## src/rtl/spi_rb_pkg.sv

```systemverilog
// Opcodes and host FSM state type shared by the SPI regbank host and slave.
package spi_rb_pkg;

    localparam logic [7:0]  K_READ  = 8'h01;
    localparam logic [7:0]  K_WRITE = 8'h02;
    localparam logic [15:0] K_ACK   = 16'h4F4B;

    typedef enum logic [2:0] {
        H_IDLE,
        H_SETUP,
        H_LOAD,
        H_WAIT_RX,
        H_GAP,
        H_HOLD,
        H_INTERFRAME
    } host_state_t;

endpackage

```

## src/rtl/spi_rb_host_timer.sv

```systemverilog
// Loadable 4-bit down-counter; o_done flags the last cycle of a loaded interval.
module spi_rb_host_timer (
    input  logic       i_clk,
    input  logic       i_rst_n,
    input  logic       i_load,
    input  logic [3:0] i_value,
    output logic       o_done
);

    logic [3:0] cnt_q;

    always_ff @(posedge i_clk or negedge i_rst_n) begin
        if (!i_rst_n) begin
            cnt_q <= '0;
        end else if (i_load) begin
            cnt_q <= i_value;
        end else if (cnt_q != '0) begin
            cnt_q <= cnt_q - 4'd1;
        end
    end

    assign o_done = (cnt_q <= 4'd1);

endmodule

```

## src/rtl/spi_rb_host.sv

```systemverilog
// SPI regbank host: sequences single writes and burst reads over an external 16-bit word engine.
module spi_rb_host
    import spi_rb_pkg::*;
#(
    parameter int unsigned CSN_SETUP  = 2,
    parameter int unsigned WORD_GAP   = 4,
    parameter int unsigned CSN_HOLD   = 2,
    parameter int unsigned FRAME_GAP  = 4,
    parameter logic [15:0] DUMMY_WORD = 16'h0000
) (
    input  logic        i_clk,
    input  logic        i_rst_n,
    input  logic        i_cmd_valid,
    output logic        o_cmd_ready,
    input  logic        i_cmd_write,
    input  logic [7:0]  i_cmd_addr,
    input  logic [15:0] i_cmd_wdata,
    input  logic [7:0]  i_cmd_len,
    output logic        o_rsp_valid,
    output logic [15:0] o_rsp_data,
    output logic [7:0]  o_rsp_addr,
    output logic        o_rsp_last,
    output logic        o_busy,
    output logic [15:0] o_spi_out_data,
    output logic        o_spi_valid_tx,
    input  logic        i_spi_txe,
    input  logic [15:0] i_spi_in_data,
    input  logic        i_spi_rx,
    output logic        o_csn
);

    host_state_t state_q, state_d;
    logic        tmr_load;
    logic        tmr_done;
    logic [3:0]  tmr_value;
    logic        cmd_write_q;
    logic [7:0]  cmd_addr_q;
    logic [7:0]  rsp_addr_next_q;
    logic [15:0] cmd_wdata_q;
    logic [8:0]  words_left_q;
    logic        hdr_q;
    logic        csn_q;
    logic        accept;
    logic        rx_take;
    logic [15:0] tx_word;

    spi_rb_host_timer u_timer (
        .i_clk   (i_clk),
        .i_rst_n (i_rst_n),
        .i_load  (tmr_load),
        .i_value (tmr_value),
        .o_done  (tmr_done)
    );

    assign accept  = (state_q == H_IDLE) && i_cmd_valid;
    assign rx_take = (state_q == H_WAIT_RX) && i_spi_rx;

    always_comb begin
        if (hdr_q) begin
            tx_word = {(cmd_write_q ? K_WRITE : K_READ), cmd_addr_q};
        end else if (cmd_write_q) begin
            tx_word = cmd_wdata_q;
        end else begin
            tx_word = DUMMY_WORD;
        end
    end

    // GAP and HOLD start the cycle after i_spi_rx, so they last N-1 cycles and are skipped for N=1.
    always_comb begin
        state_d        = state_q;
        tmr_load       = 1'b0;
        tmr_value      = '0;
        o_spi_valid_tx = 1'b0;
        unique case (state_q)
            H_IDLE: begin
                if (i_cmd_valid) begin
                    state_d   = H_SETUP;
                    tmr_load  = 1'b1;
                    tmr_value = 4'(CSN_SETUP);
                end
            end
            H_SETUP: begin
                if (tmr_done) state_d = H_LOAD;
            end
            H_LOAD: begin
                if (i_spi_txe) begin
                    o_spi_valid_tx = 1'b1;
                    state_d        = H_WAIT_RX;
                end
            end
            H_WAIT_RX: begin
                if (i_spi_rx) begin
                    if (words_left_q != '0) begin
                        if (WORD_GAP > 1) begin
                            state_d   = H_GAP;
                            tmr_load  = 1'b1;
                            tmr_value = 4'(WORD_GAP - 1);
                        end else begin
                            state_d = H_LOAD;
                        end
                    end else if (CSN_HOLD > 1) begin
                        state_d   = H_HOLD;
                        tmr_load  = 1'b1;
                        tmr_value = 4'(CSN_HOLD - 1);
                    end else begin
                        state_d   = H_INTERFRAME;
                        tmr_load  = 1'b1;
                        tmr_value = 4'(FRAME_GAP);
                    end
                end
            end
            H_GAP: begin
                if (tmr_done) state_d = H_LOAD;
            end
            H_HOLD: begin
                if (tmr_done) begin
                    state_d   = H_INTERFRAME;
                    tmr_load  = 1'b1;
                    tmr_value = 4'(FRAME_GAP);
                end
            end
            H_INTERFRAME: begin
                if (tmr_done) state_d = H_IDLE;
            end
            default: state_d = H_IDLE;
        endcase
    end

    always_ff @(posedge i_clk or negedge i_rst_n) begin
        if (!i_rst_n) begin
            state_q <= H_IDLE;
            csn_q   <= 1'b1;
        end else begin
            state_q <= state_d;
            csn_q   <= (state_d == H_IDLE) || (state_d == H_INTERFRAME);
        end
    end

    always_ff @(posedge i_clk or negedge i_rst_n) begin
        if (!i_rst_n) begin
            cmd_write_q     <= 1'b0;
            cmd_addr_q      <= '0;
            cmd_wdata_q     <= '0;
            words_left_q    <= '0;
            hdr_q           <= 1'b0;
            rsp_addr_next_q <= '0;
            o_rsp_valid     <= 1'b0;
            o_rsp_data      <= '0;
            o_rsp_addr      <= '0;
            o_rsp_last      <= 1'b0;
        end else begin
            o_rsp_valid <= 1'b0;
            o_rsp_last  <= 1'b0;
            if (accept) begin
                cmd_write_q     <= i_cmd_write;
                cmd_addr_q      <= i_cmd_addr;
                cmd_wdata_q     <= i_cmd_wdata;
                words_left_q    <= i_cmd_write ? 9'd2 : ({1'b0, i_cmd_len} + 9'd2);
                hdr_q           <= 1'b1;
                rsp_addr_next_q <= i_cmd_addr;
            end
            if (o_spi_valid_tx) begin
                words_left_q <= words_left_q - 9'd1;
            end
            if (rx_take) begin
                if (hdr_q) begin
                    hdr_q <= 1'b0;
                end else begin
                    o_rsp_valid     <= 1'b1;
                    o_rsp_data      <= i_spi_in_data;
                    o_rsp_addr      <= rsp_addr_next_q;
                    o_rsp_last      <= (words_left_q == '0);
                    rsp_addr_next_q <= rsp_addr_next_q + 8'd1;
                end
            end
        end
    end

    assign o_spi_out_data = o_spi_valid_tx ? tx_word : '0;
    assign o_csn          = csn_q;
    assign o_busy         = (state_q != H_IDLE);
    assign o_cmd_ready    = (state_q == H_IDLE) && i_rst_n;

endmodule

```

## config.mk

```make
export PLATFORM = sky130hd
export DESIGN_NAME = spi_rb_host
export DESIGN_NICKNAME = d
export VERILOG_FILES = /design/src/rtl/spi_rb_pkg.sv /design/src/rtl/spi_rb_host_timer.sv /design/src/rtl/spi_rb_host.sv
export SDC_FILE = /design/constraint.sdc
export NUM_CORES = 1
export LEC_CHECK = 0
export ABC_AREA = 1
export CORE_MARGIN = 3
export CORE_UTILIZATION = 53
export CTS_CLUSTER_DIAMETER = 200
export DETAILED_ROUTE_END_ITERATION = 10
export HOLD_SLACK_MARGIN = 0.12
export PLACE_DENSITY = 0.94
export SLEW_MARGIN = 10
export SYNTH_ARGS = -nofsm -noshare
export SYNTH_HDL_FRONTEND = slang
export SYNTH_SLANG_ARGS = --single-unit
```

## constraint.sdc

```tcl
create_clock -name i_clk -period 2.7 [get_ports i_clk]
set_input_delay 0.405 -clock i_clk [delete_from_list [all_inputs] [get_ports i_clk]]
set_output_delay 0.405 -clock i_clk [all_outputs]
set_load 0.01 [all_outputs]
```

## Yosys cells after proc, flatten, opt, wreduce, memory -nomap -nowiden

Cells that the tools add are included.

| storage, ports and cells | value |
|---|---|
| register bits after elaboration | 77 |
| input port bits | 54 |
| word-level logic and storage cells | 78 |

| operators by class | value |
|---|---|
| add/subtract/negate cells | 4 |
| order comparisons | 1 |
| equal/unequal tests | 7 |
| multiplexer cells | 38 |
| bitwise operators | 1 |
| reductions and logical operators | 14 |

Operator list:

| kind | count |
|---|---|
| 16-bit two-way mux | 3 |
| 9-bit two-way mux | 3 |
| 8-bit two-way mux | 3 |
| 3-bit two-way mux | 7 |
| 3-bit case mux with 6 select lines | 1 |
| 1-bit two-way mux | 13 |
| 3-bit == test, second input constant | 4 |
| 8-bit by 2-bit adder with 9-bit output, second input constant | 1 |
| 9-bit logical NOT | 1 |
| 3-bit case mux with 3 select lines | 1 |
| 9-bit nonzero test | 1 |
| 9-bit by 1-bit subtractor with 9-bit output, second input constant | 1 |
| 8-bit by 1-bit adder with 8-bit output, second input constant | 1 |
| 2-bit two-way mux | 4 |
| 4-bit two-way mux | 2 |
| 3-bit by 2-bit == test with 1-bit output, second input constant | 2 |
| 3-bit logical NOT | 2 |
| 4-bit by 1-bit <= comparator with 1-bit output, second input constant | 1 |
| 2-bit nonzero test | 2 |
| 4-bit nonzero test | 1 |
| 4-bit by 1-bit subtractor with 4-bit output, second input constant | 1 |
| 3-bit by 1-bit == test with 1-bit output, second input constant | 1 |
| 1-bit logical AND | 3 |
| 1-bit case mux with 3 select lines | 1 |
| 5 further kinds | 5 |

## Logic depth before layout (Yosys ltp)

Gate-level depths: netlist (run 1).

| logic depth | value |
|---|---|
| depth after elaboration | 6 |
| mapped depth | 11 |
| depth with buffers taken out | 11 |

## Cells and area by module

Synthesis (run 1) repeated with hierarchy kept, for this count alone.

| second synthesis, totals | value |
|---|---|
| cells, all modules | 530 |
| area, all modules | 3982.6 um^2 |

By module, submodules not included:

| module | instances | cells an instance | area an instance (um^2) | seq. area each (um^2) |
|---|---|---|---|---|
| spi_rb_host | 1 | 497 | 3733.6 | 1828.0 |
| spi_rb_host_timer | 1 | 33 | 249.0 | 100.1 |

## Worst setup path after synthesis (run 1)

OpenSTA, ideal clock, no wires.

| path | value |
|---|---|
| kind | register -> output |
| from | reg state_q[1] |
| to | out o_spi_out_data[5] |
| data arrival time | 1.225 ns |
| data required time | 2.295 ns |
| setup slack | 1.070 ns |
| stages on the path, launching flop included | 7 |
| path buffers | 2 |
| cell sequence | dfrtp_1 -> inv_1 -> nor2_1 -> nand3_2 -> buf_6 -> buf_2 -> nor2_1 |

| between the ends | value |
|---|---|
| longest elaborated chain between the ends | 3 |

Ends and longest elaborated chain:

| what | RTL line | source |
|---|---|---|
| start, declared | spi_rb_host.sv:32 | `host_state_t state_q, state_d;` |
| start signal, assigned | spi_rb_host.sv:134 | `state_q <= state_d;` |
| 3-bit by 2-bit == test with 1-bit output | spi_rb_host.sv:74 | `unique case (state_q)` |
| 1-bit two-way mux | spi_rb_host.sv:74 |  |
| 16-bit two-way mux | spi_rb_host.sv:179 | `assign o_spi_out_data = o_spi_valid_tx ? tx_word : '0;` |
| end, declared | spi_rb_host.sv:24 | `output logic [15:0] o_spi_out_data,` |

Every way passes these cells.

## Worst setup path after layout (run 1)

| path | value |
|---|---|
| from | reg state_q[1] |
| to | out o_spi_out_data[8] |

The elaborated chain is that of the path after synthesis.

==> results of run 1 <==
synthesized netlist by cell type:
| cell type | instances |
|---|---|
| a31oi_1 | 1 |
| o211ai_1 | 3 |
| o21ai_2 | 5 |
| a22oi_1 | 8 |
| buf_4 | 3 |
| buf_6 | 5 |
| xor2_1 | 3 |
| nor2_2 | 1 |
| buf_2 | 6 |
| xnor2_1 | 4 |
| inv_1 | 49 |
| o31ai_1 | 1 |
| nand4_1 | 4 |
| nand2_2 | 1 |
| o21ai_1 | 1 |
| o22ai_1 | 1 |
| or2_2 | 1 |
| nand3_1 | 25 |
| dfrtp_1 | 76 |
| inv_2 | 5 |
| nand3_4 | 2 |
| o21ai_0 | 22 |
| nand2_1 | 201 |
| nand3_2 | 1 |
| nor2_1 | 50 |
| ha_1 | 6 |
| nor3_1 | 5 |
| a21oi_1 | 9 |
| o221ai_1 | 2 |
| nor2_4 | 1 |
| clkbuf_1 | 3 |
| dfstp_2 | 1 |
worst paths after layout:
path / start / end / slack [ps] / depth (start not counted)
worst max-delay path: state_q[1] / o_spi_out_data[8] / 170 / 5
max in group asynchronous: i_rst_n / words_left_q[8] / 1800 / 2
worst min-delay path: i_rst_n / state_q[0] / 290 / 2
min in group i_clk: o_rsp_data[8] / o_rsp_data[8] / 480 / 2
worst max register to register: state_q[2] / o_csn / 870 / 9
worst min register to register: o_rsp_data[8] / o_rsp_data[8] / 480 / 2
cell usage in the layout, fill, tap and decap left out, drive strengths merged, types with 3 or more instances in the layout:
| master | n |
|---|---|
| o211ai | 3 |
| nand2 | 202 |
| ha | 6 |
| nor2 | 52 |
| inv | 55 |
| nand3 | 28 |
| clkdlybuf4s50 | 98 |
| buf | 8 |
| dfrtp | 76 |
| nand4 | 4 |
| nor3 | 5 |
| xor2 | 3 |
| a21oi | 9 |
| a22oi | 8 |
| clkbuf | 10 |
| xnor2 | 4 |
| o21ai | 28 |
power groups by stage:
stage	clock [mW]	sequential (mW)	combinational (mW)
final	0.878	2.07	2.53
after global routing	0.939	2.13	2.82
after detailed placement	0	2.07	2.48
after CTS	0.887	2.07	2.52
after global placement	0	2.04	2.35
after floorplan	0	2.09	1.47
area by class of cell:
cell class | instances | share of cell area
inverter | 54 | 0.0393
multi-input combinational | 358 | 0.322
tap | 96 | 0.0233
clock inverter | 6 | 0.0138
timing repair buffer | 106 | 0.202
sequential | 77 | 0.374
clock buffer | 10 | 0.0248
sequential cells by signal, summed over array words and instances, names as in the netlist:
name	flops
cmd_wdata_q	16
o_rsp_data	16
words_left_q	9
cmd_addr_q	8
o_rsp_addr	8
rsp_addr_next_q	8
u_timer.cnt_q	4
state_q	3
cmd_write_q	1
hdr_q	1
o_csn	1
o_rsp_last	1
o_rsp_valid	1
stage by stage:
| step | setup WS (ps) | power (mW) |
|---|---|---|
| 2_1_floorplan | 1070 | 3.56 |
| 3_3_place_gp | 271 | 4.39 |
| 3_5_place_dp | 216 | 4.56 |
| 4_1_cts | 75.3 | 5.47 |
| 5_1_grt | 35.4 | 5.88 |
| 6_report | 171 | 5.48 |
cells by family (layout without fill, tap and decap cells):
group | count (synthesis) | count (layout)
compound gates | 53 | 53
xor+xnor | 7 | 7
fa+ha+maj | 6 | 6
buf+inv | 71 | 176
flops | 77 | 77
simple gates | 292 | 292
layer usage:
layer	vias to the layer above	share of wire	track usage
met5	-	0	0
met4	0	0.027	0.116
met3	31	0.091	0.0779
met2	209	0.51	0.418
met1	1802	0.37	0.285
li1	1775	-	-
critical path: cells and delay by family (launching register included):
family	cells	cell delay, ps
AOI/OAI and AO/OA	1	210
DFF	1	400
buffers and inverters	2	660
and+or+nand+nor	2	490
==> results_dict.tcl, run 1 <==
set metrics [dict create \
    finalMaxSlewViolations 0 \
    seqPwrFrac 0.378 \
    syn-mean-instance-area_um2 7.71 \
    vias 3817 \
    path_class "register to output pin" \
    dr.pass1.iters 5 \
    cp_max_fo 19 \
    final_nets 666 \
    pwr_density_cell_nw_per_um2 1060 \
    hp-class "input pin to async pin" \
    multi_input_area_um2 1660 \
    die_w_um 91.8 \
    post-route-util 0.738 \
    synthCells 506 \
    synth_compound_area_frac 0.0830 \
    grt_max_degree 78 \
    h-tree-depth 3 \
    rows 30 \
    routedWlPerCell_um 14.3 \
    synth_cell_type_count 32 \
    grt_pass1_wl_um 16800 \
    drive_gt1_frac 0.0671 \
    period_minus_slack_ps 2530 \
    max_stage_delay_ps 560 \
    cp.required_ps 2300 \
    clk_pin_slew_worst_paths_ps 80 \
    worst_pin_slew_ps 944 \
    place_hpwl_um 7180 \
    vdd_ir_drop_max_mv 0.656 \
    finalSetupViolCount 0 \
    gp_congestion 0.907 \
    overflow 0 \
    arrival_ps 2120 \
    synth_fa_ha_area_frac 0.0192 \
    antenna_found_initial 0 \
    totalWireLength_um 10100 \
    clock_latency_ps 350 \
    fin_worst_skew_ps 9.28 \
    n_antenna_cell 0 \
    synth-seq-cells 77 \
    synthXorXnorAreaFrac 0.0157 \
    viasPerCell 5.40 \
    coreArea_um2 6980 \
    dp.cells 691 \
    final_cell_area_um2 5150 \
    slowest_stage "clkdlybuf4s50_1" \
    synth_top_family_by_area "simple AND/OR/NAND/NOR gates" \
    grt_pass1_vias 3807 \
    clkSinkCount 77 \
    cp-start-kind "register" \
    syn_area_um2 3900 \
    grt.total_usage 0.247 \
    dpl-instance-area_um2 4940 \
    sw_frac_of_total 0.413 \
    first_iter_violations 234 \
    cts_setup_buffers 0 \
    synth_mux_area_frac 0 \
    synth_top_area_frac 0.487 \
    cts_resized 0 \
    seq_area_um2 1930 \
    syn_nets 566 \
    cap_violations 0 \
    leakage_nw 2.56 \
    finalNonFillerCells 707 \
    holdBufCountCts 0 \
    fin_crit_sh 0.937 \
    clockPowerShare 0.160 \
    synth_seq_area_share 0.494 \
    cp-end-kind "output pin" \
    syn_to_final_growth_pct 32.0 \
    port_buffers 99 \
    combPwrFrac 0.461 \
    crit_chain "inv_1 > nor2_1 > nand3_4 > a21oi_1 > clkdlybuf4s50_1" \
    switchingPower_mw 2.26 \
    cts_tree "done" \
    hold_slack_ps 290 \
    start_util 0.559 \
    fmax_mhz 395 \
    ant_nets 0 \
    fillers 517 \
    grt_setup_unrepaired "false" \
    yosys.area.top_type "dfrtp_1" \
    clockBufferDepth 2 \
    drc_errors 0 \
    intPower_mw 3.21 \
    setup_tns_ps 0 \
    clockRootBuffer "clkbuf_8" \
    io_pins 100 \
    status "finished clean" \
    yosys.area_share.simple 0.305 \
    die-height_um 91.8 \
    die_area_um2 8430 \
    ys_warn_count 0 \
    yosys-top-cells-area "dfrtp_1 49%, nand2_1 19%, nor2_1 4.8%" \
    cts_buffers 9 \
    hold_viol 0 \
    maxSlewHeadroom 0.371 \
]
(Power assumes the default switching activity.)
==> run 2: changes to the inputs <==
==> constraint.sdc (replaced) <==
create_clock -name i_clk -period 2.7 [get_ports i_clk]
set_input_delay 0.27 -clock i_clk [delete_from_list [all_inputs] [get_ports i_clk]]
set_output_delay 0.27 -clock i_clk [all_outputs]
set_load 0.01 [all_outputs]
==> run 2 against run 1 <==
Die area stayed put; sequential power barely moved; hold slack got worse by 140 ps; routed wire length down 0.70%; highest routed layer unchanged; via count shrank 3.5%; register-to-register slack got worse by 30 ps.
==> results_dict.tcl, run 2 (synthesis results as in run 1) <==
set metrics [dict create \
    status "finished clean" \
    layout_commonest_cell "nand2_1" \
    cts_resized 0 \
    slowest_stage "clkdlybuf4s50_1" \
    grt_pass1_wl_um 16600 \
    path_common_cell "nor2_1" \
    grt.total_usage 0.246 \
    io_pins 100 \
    clkSinkCount 77 \
    cp_max_fo 19 \
    n_antenna_cell 0 \
    pwr_density_cell_nw_per_um2 1060 \
    cp.required_ps 2430 \
    clk_pin_slew_worst_paths_ps 80 \
    cp-start-kind "register" \
    crit_chain "inv_1 > nor2_1 > nand3_2 > nor2_1 > clkdlybuf4s50_1" \
    place_hpwl_um 7130 \
    drc_errors 0 \
    top_regs "cmd_wdata_q (16), o_rsp_data (16), words_left_q (9)" \
    die_w_um 91.8 \
    finalMaxSlewViolations 0 \
    start_util 0.559 \
    period_minus_slack_ps 2480 \
    grt_setup_unrepaired "false" \
    final_nets 665 \
    routedWlPerCell_um 14.3 \
    coreArea_um2 6980 \
    first_iter_violations 217 \
    clockBufferDepth 2 \
    maxUsedRoutingLayer "met4" \
    cts_buffers 9 \
    worst-r2r-setup-slack_ps 840 \
    dr.pass1.iters 5 \
    p_total_mw 5.45 \
    ant_nets 0 \
    fin_worst_skew_ps 12.8 \
    arrival_ps 2210 \
    gp_congestion 0.857 \
    max_stage_delay_ps 580 \
    wl_met1_um 4030 \
    viasPerCell 5.22 \
    cts_setup_buffers 0 \
    antenna_found_initial 0 \
    maxSlewHeadroom 0.363 \
    wl_met3_um 688 \
    cap_violations 0 \
    drive_gt1_frac 0.0656 \
    startpoint "state_q[1]" \
    leakage_nw 2.55 \
    h-tree-depth 3 \
    cts_tree "done" \
    cp_num_cells 5 \
    worst_pin_slew_ps 956 \
    fin_crit_sh 0.919 \
    port_buffers 99 \
    grt_max_degree 78 \
    holdBufCountCts 0 \
    vias 3685 \
    path_class "register to output pin" \
    finalSetupViolCount 0 \
    r2r_start "state_q[1]" \
    reg2reg_to "words_left_q[5]" \
    overflow 0 \
    vdd_ir_drop_max_mv 0.611 \
    hold_viol 0 \
    grt_pass1_vias 3645 \
    syn_to_final_growth_pct 31.6 \
    fillers 492 \
    hp-class "input pin to async pin" \
    layout_common_cells "201 x nand2_1, 98 x clkdlybuf4s50_1, 76 x dfrtp_1" \
    cp_top_family "simple AND/OR/NAND/NOR gates" \
    fmax_mhz 403 \
    die-height_um 91.8 \
    endpoint "o_spi_out_data[3]" \
    totalWireLength_um 10100 \
    die_area_um2 8430 \
    crit_buf_inv 2 \
    setup_tns_ps 0 \
    r2r_cells 7 \
    clockRootBuffer "clkbuf_8" \
    clock_latency_ps 350 \
    wl_met2_um 5080 \
    cp-end-kind "output pin" \
    rows 30 \
]
==> run 2: cell count changes in the layout (fill, tap and decap cells not counted), sizes merged <==
cell    before  now
inv         55   56
buf          8    7
clkinv       2    1
==> run 2: area by class of cell <==
type                    count  area (um^2)  share of cell area
repair buffers            105         1030               0.201
flip-flops and latches     77         1930               0.375
multi-input cells         358         1650               0.322
inverters                  54          203              0.0395
well taps                  96          120              0.0234
clock buffers              10          128              0.0248
clock inverters             6         71.3              0.0139
==> run 2: through the flow <==
step | area, um^2 | instances | setup WS, ps | hold slack (ps) | util
2_1_floorplan | 3900 | 506 | 1200 | -25.6 | -
6_report | 5140 | 706 | 218 | 154 | 0.736
4_1_cts | 5140 | 706 | 201 | 196 | 0.736
5_1_grt | 5140 | 706 | 81.6 | 250 | 0.736
3_5_place_dp | 4940 | 690 | 477 | 462 | 0.707
3_3_place_gp | 4940 | 690 | 543 | 455 | 0.707
==> run 2: per-layer routing <==
layer / GRT usage / vias to the layer above
met5: 0 / -
met4: 0.111 / 0
met3: 0.0582 / 29
met2: 0.423 / 152
met1: 0.292 / 1725
li1: - / 1779
==> run 2: worst min path at each step <==
stage / start / to / slack (ps) / cells after the start
finish: i_rst_n / state_q[1] / 150 / 2
CTS: i_rst_n / words_left_q[4] / 200 / 2
detailed placement: o_rsp_addr[7] / o_rsp_addr[7] / 460 / 2
global route: i_rst_n / state_q[2] / 250 / 2
global placement: o_rsp_data[5] / o_rsp_data[5] / 450 / 2
floorplan: i_rst_n / cmd_addr_q[0] / -30 / 0
==> run 2: power by group <==
group,switching [mW],internal [mW]
registers,0.377,1.70
clock network,0.447,0.436
logic,1.42,1.07
total,2.24,3.20
==> run 3: changes to the inputs <==
Settings changed: CORE_UTILIZATION 53 to 44, GPL_ROUTABILITY_DRIVEN set to 0, PLACE_DENSITY 0.94 to 0.84.
Clock period 2.7 ns to 1.99 ns, I/O delays scaled along.
==> run 3 against run 2 <==
Critical path depth fell by 1; flip-flop and latch count did not move; sequential share of layout area fell by 0.77 points; global-route usage fell by 4.4 points; first-iteration DRC count rose by 7.8%; non-clock buffer count rose by 11; register-to-register slack got worse by 510 ps; cell count rose by 2.8%; total power rose by 37%.
==> results_dict.tcl, run 3 (synthesis results as in run 1) <==
set metrics [dict create \
    die-height_um 100 \
    hold_viol 0 \
    grt_setup_unrepaired "false" \
    clk_pin_slew_worst_paths_ps 80 \
    cp_max_fo 13 \
    cts_buffers 9 \
    dr.pass1.iters 4 \
    die_area_um2 10000 \
    worst_pin_slew_ps 976 \
    clockBufferDepth 2 \
    final_cell_area_um2 5240 \
    cp.required_ps 1790 \
    fmax_mhz 551 \
    clock_latency_ps 350 \
    fin_crit_sh 0.912 \
    place_hpwl_um 7050 \
    top_regs "cmd_wdata_q (16), o_rsp_data (16), words_left_q (9)" \
    vdd_ir_drop_max_mv 0.763 \
    grt_pass1_wl_um 16400 \
    antenna_found_initial 0 \
    start_util 0.463 \
    finalMaxSlewViolations 0 \
    cap_violations 0 \
    coreArea_um2 8420 \
    routedWlPerCell_um 13.3 \
    io_pins 100 \
    arrival_ps 1620 \
    wl_met1_um 4060 \
    drive_gt1_frac 0.0870 \
    maxSlewHeadroom 0.349 \
    grt.total_usage 0.202 \
    dpl-instance-area_um2 5040 \
    pwr_density_cell_nw_per_um2 1430 \
    syn_to_final_growth_pct 34.3 \
    ant_nets 0 \
    viasPerCell 4.96 \
    cp-start-kind "register" \
    grt_pass1_vias 3620 \
    leakage_nw 2.72 \
    finalSetupViolCount 0 \
    n_antenna_cell 0 \
    hold_slack_ps 59.6 \
    h-tree-depth 3 \
    hp-class "input pin to async pin" \
    clockRootBuffer "clkbuf_8" \
    wl_met2_um 4680 \
    intPower_mw 4.44 \
    wl_met3_um 771 \
    first_iter_violations 234 \
    maxUsedRoutingLayer "met4" \
    post-route-util 0.623 \
    rows 33 \
    clkSinkCount 77 \
    totalWireLength_um 9670 \
    vias 3600 \
    setup_tns_ps 0 \
    holdBufCountCts 0 \
    fin_worst_skew_ps 13.7 \
    status "finished clean" \
    cts_tree "done" \
    sw_frac_of_total 0.407 \
    final_nets 676 \
    combPwrFrac 0.461 \
    layout_commonest_cell "nand2_1" \
    die_w_um 100 \
    path_class "register to output pin" \
    layout_common_cells "201 x nand2_1, 80 x clkdlybuf4s50_1, 76 x dfrtp_1" \
    cp-end-kind "output pin" \
    port_buffers 99 \
    grt_max_degree 78 \
    overflow 0 \
    clockPowerShare 0.164 \
    drc_errors 0 \
    seqPwrFrac 0.374 \
    switchingPower_mw 3.05 \
    p_total_mw 7.49 \
    period_minus_slack_ps 1810 \
]
==> run 3: cell count changes in the layout (fill, tap and decap cells not counted) <==
cell | before | now
dlygate4sd2_1 | 0 | 17
inv_8 | 0 | 1
buf_12 | 0 | 1
dlymetal6s2s_1 | 0 | 1
clkinvlp_4 | 2 | 1
clkdlybuf4s50_1 | 98 | 80
nor2_1 | 50 | 48
nor2_4 | 1 | 3
clkbuf_1 | 1 | 0
buf_4 | 7 | 17
clkinv_2 | 0 | 1
==> run 3: critical path: stages (launching register included) <==
cell and delay [ps]:
dfrtp_1 410, buf_4 200, a22oi_1 290, nor2_1 70
dlygate4sd2_1 290
==> run 3: metal layers <==
metal | global-route usage | vias to the layer above
met5 | 0 | -
met4 | 0.0601 | 0
li1 | - | 1794
met1 | 0.257 | 1656
met3 | 0.0618 | 16
met2 | 0.332 | 134
==> run 3: path summary, 6_finish.rpt <==
kind                                        from                 end  slack [ps]  cells after the start
worst max-delay path                       hdr_q   o_spi_out_data[2]         180                      4
worst min-delay path                     i_rst_n          state_q[0]          60                      2
worst max register to register  u_timer.cnt_q[0]    u_timer.cnt_q[1]         330                     11
worst min register to register   cmd_wdata_q[15]     cmd_wdata_q[15]         480                      2
max in group asynchronous                i_rst_n  rsp_addr_next_q[2]        1260                      2
min in group i_clk                i_cmd_wdata[3]      cmd_wdata_q[3]         370                      3
==> run 3: what timing repair did <==
item	CTS	global route
setup endpoints to repair	18	1
gates resized for setup	21	1
buffers inserted	1	0
==> run 3: through the flow <==
step	setup WS (ps)	std cells
2_1_floorplan	565	506
5_1_grt	57.1	726
6_report	175	726
3_5_place_dp	169	709
4_1_cts	13.2	726
3_3_place_gp	181	709
==> run 3: layout make-up <==
| class | instances | area, um^2 |
|---|---|---|
| Sequential cell | 77 | 1930 |
| Clock inverter | 7 | 80.1 |
| Inverter | 54 | 203 |
| Fill cell | 718 | 3180 |
| Tap cell | 105 | 131 |
| Timing Repair Buffer | 116 | 1110 |
| Multi-Input combinational cell | 358 | 1670 |
| Clock buffer | 9 | 124 |
==> run 3: power groups by stage <==
stage	registers [mW]	clock network, mW	logic, mW
floorplan	2.84	0	1.99
global placement	2.79	0	3.30
detailed placement	2.79	0	3.45
CTS	2.80	1.25	3.48
global route	2.89	1.32	3.90
finish	2.80	1.23	3.45
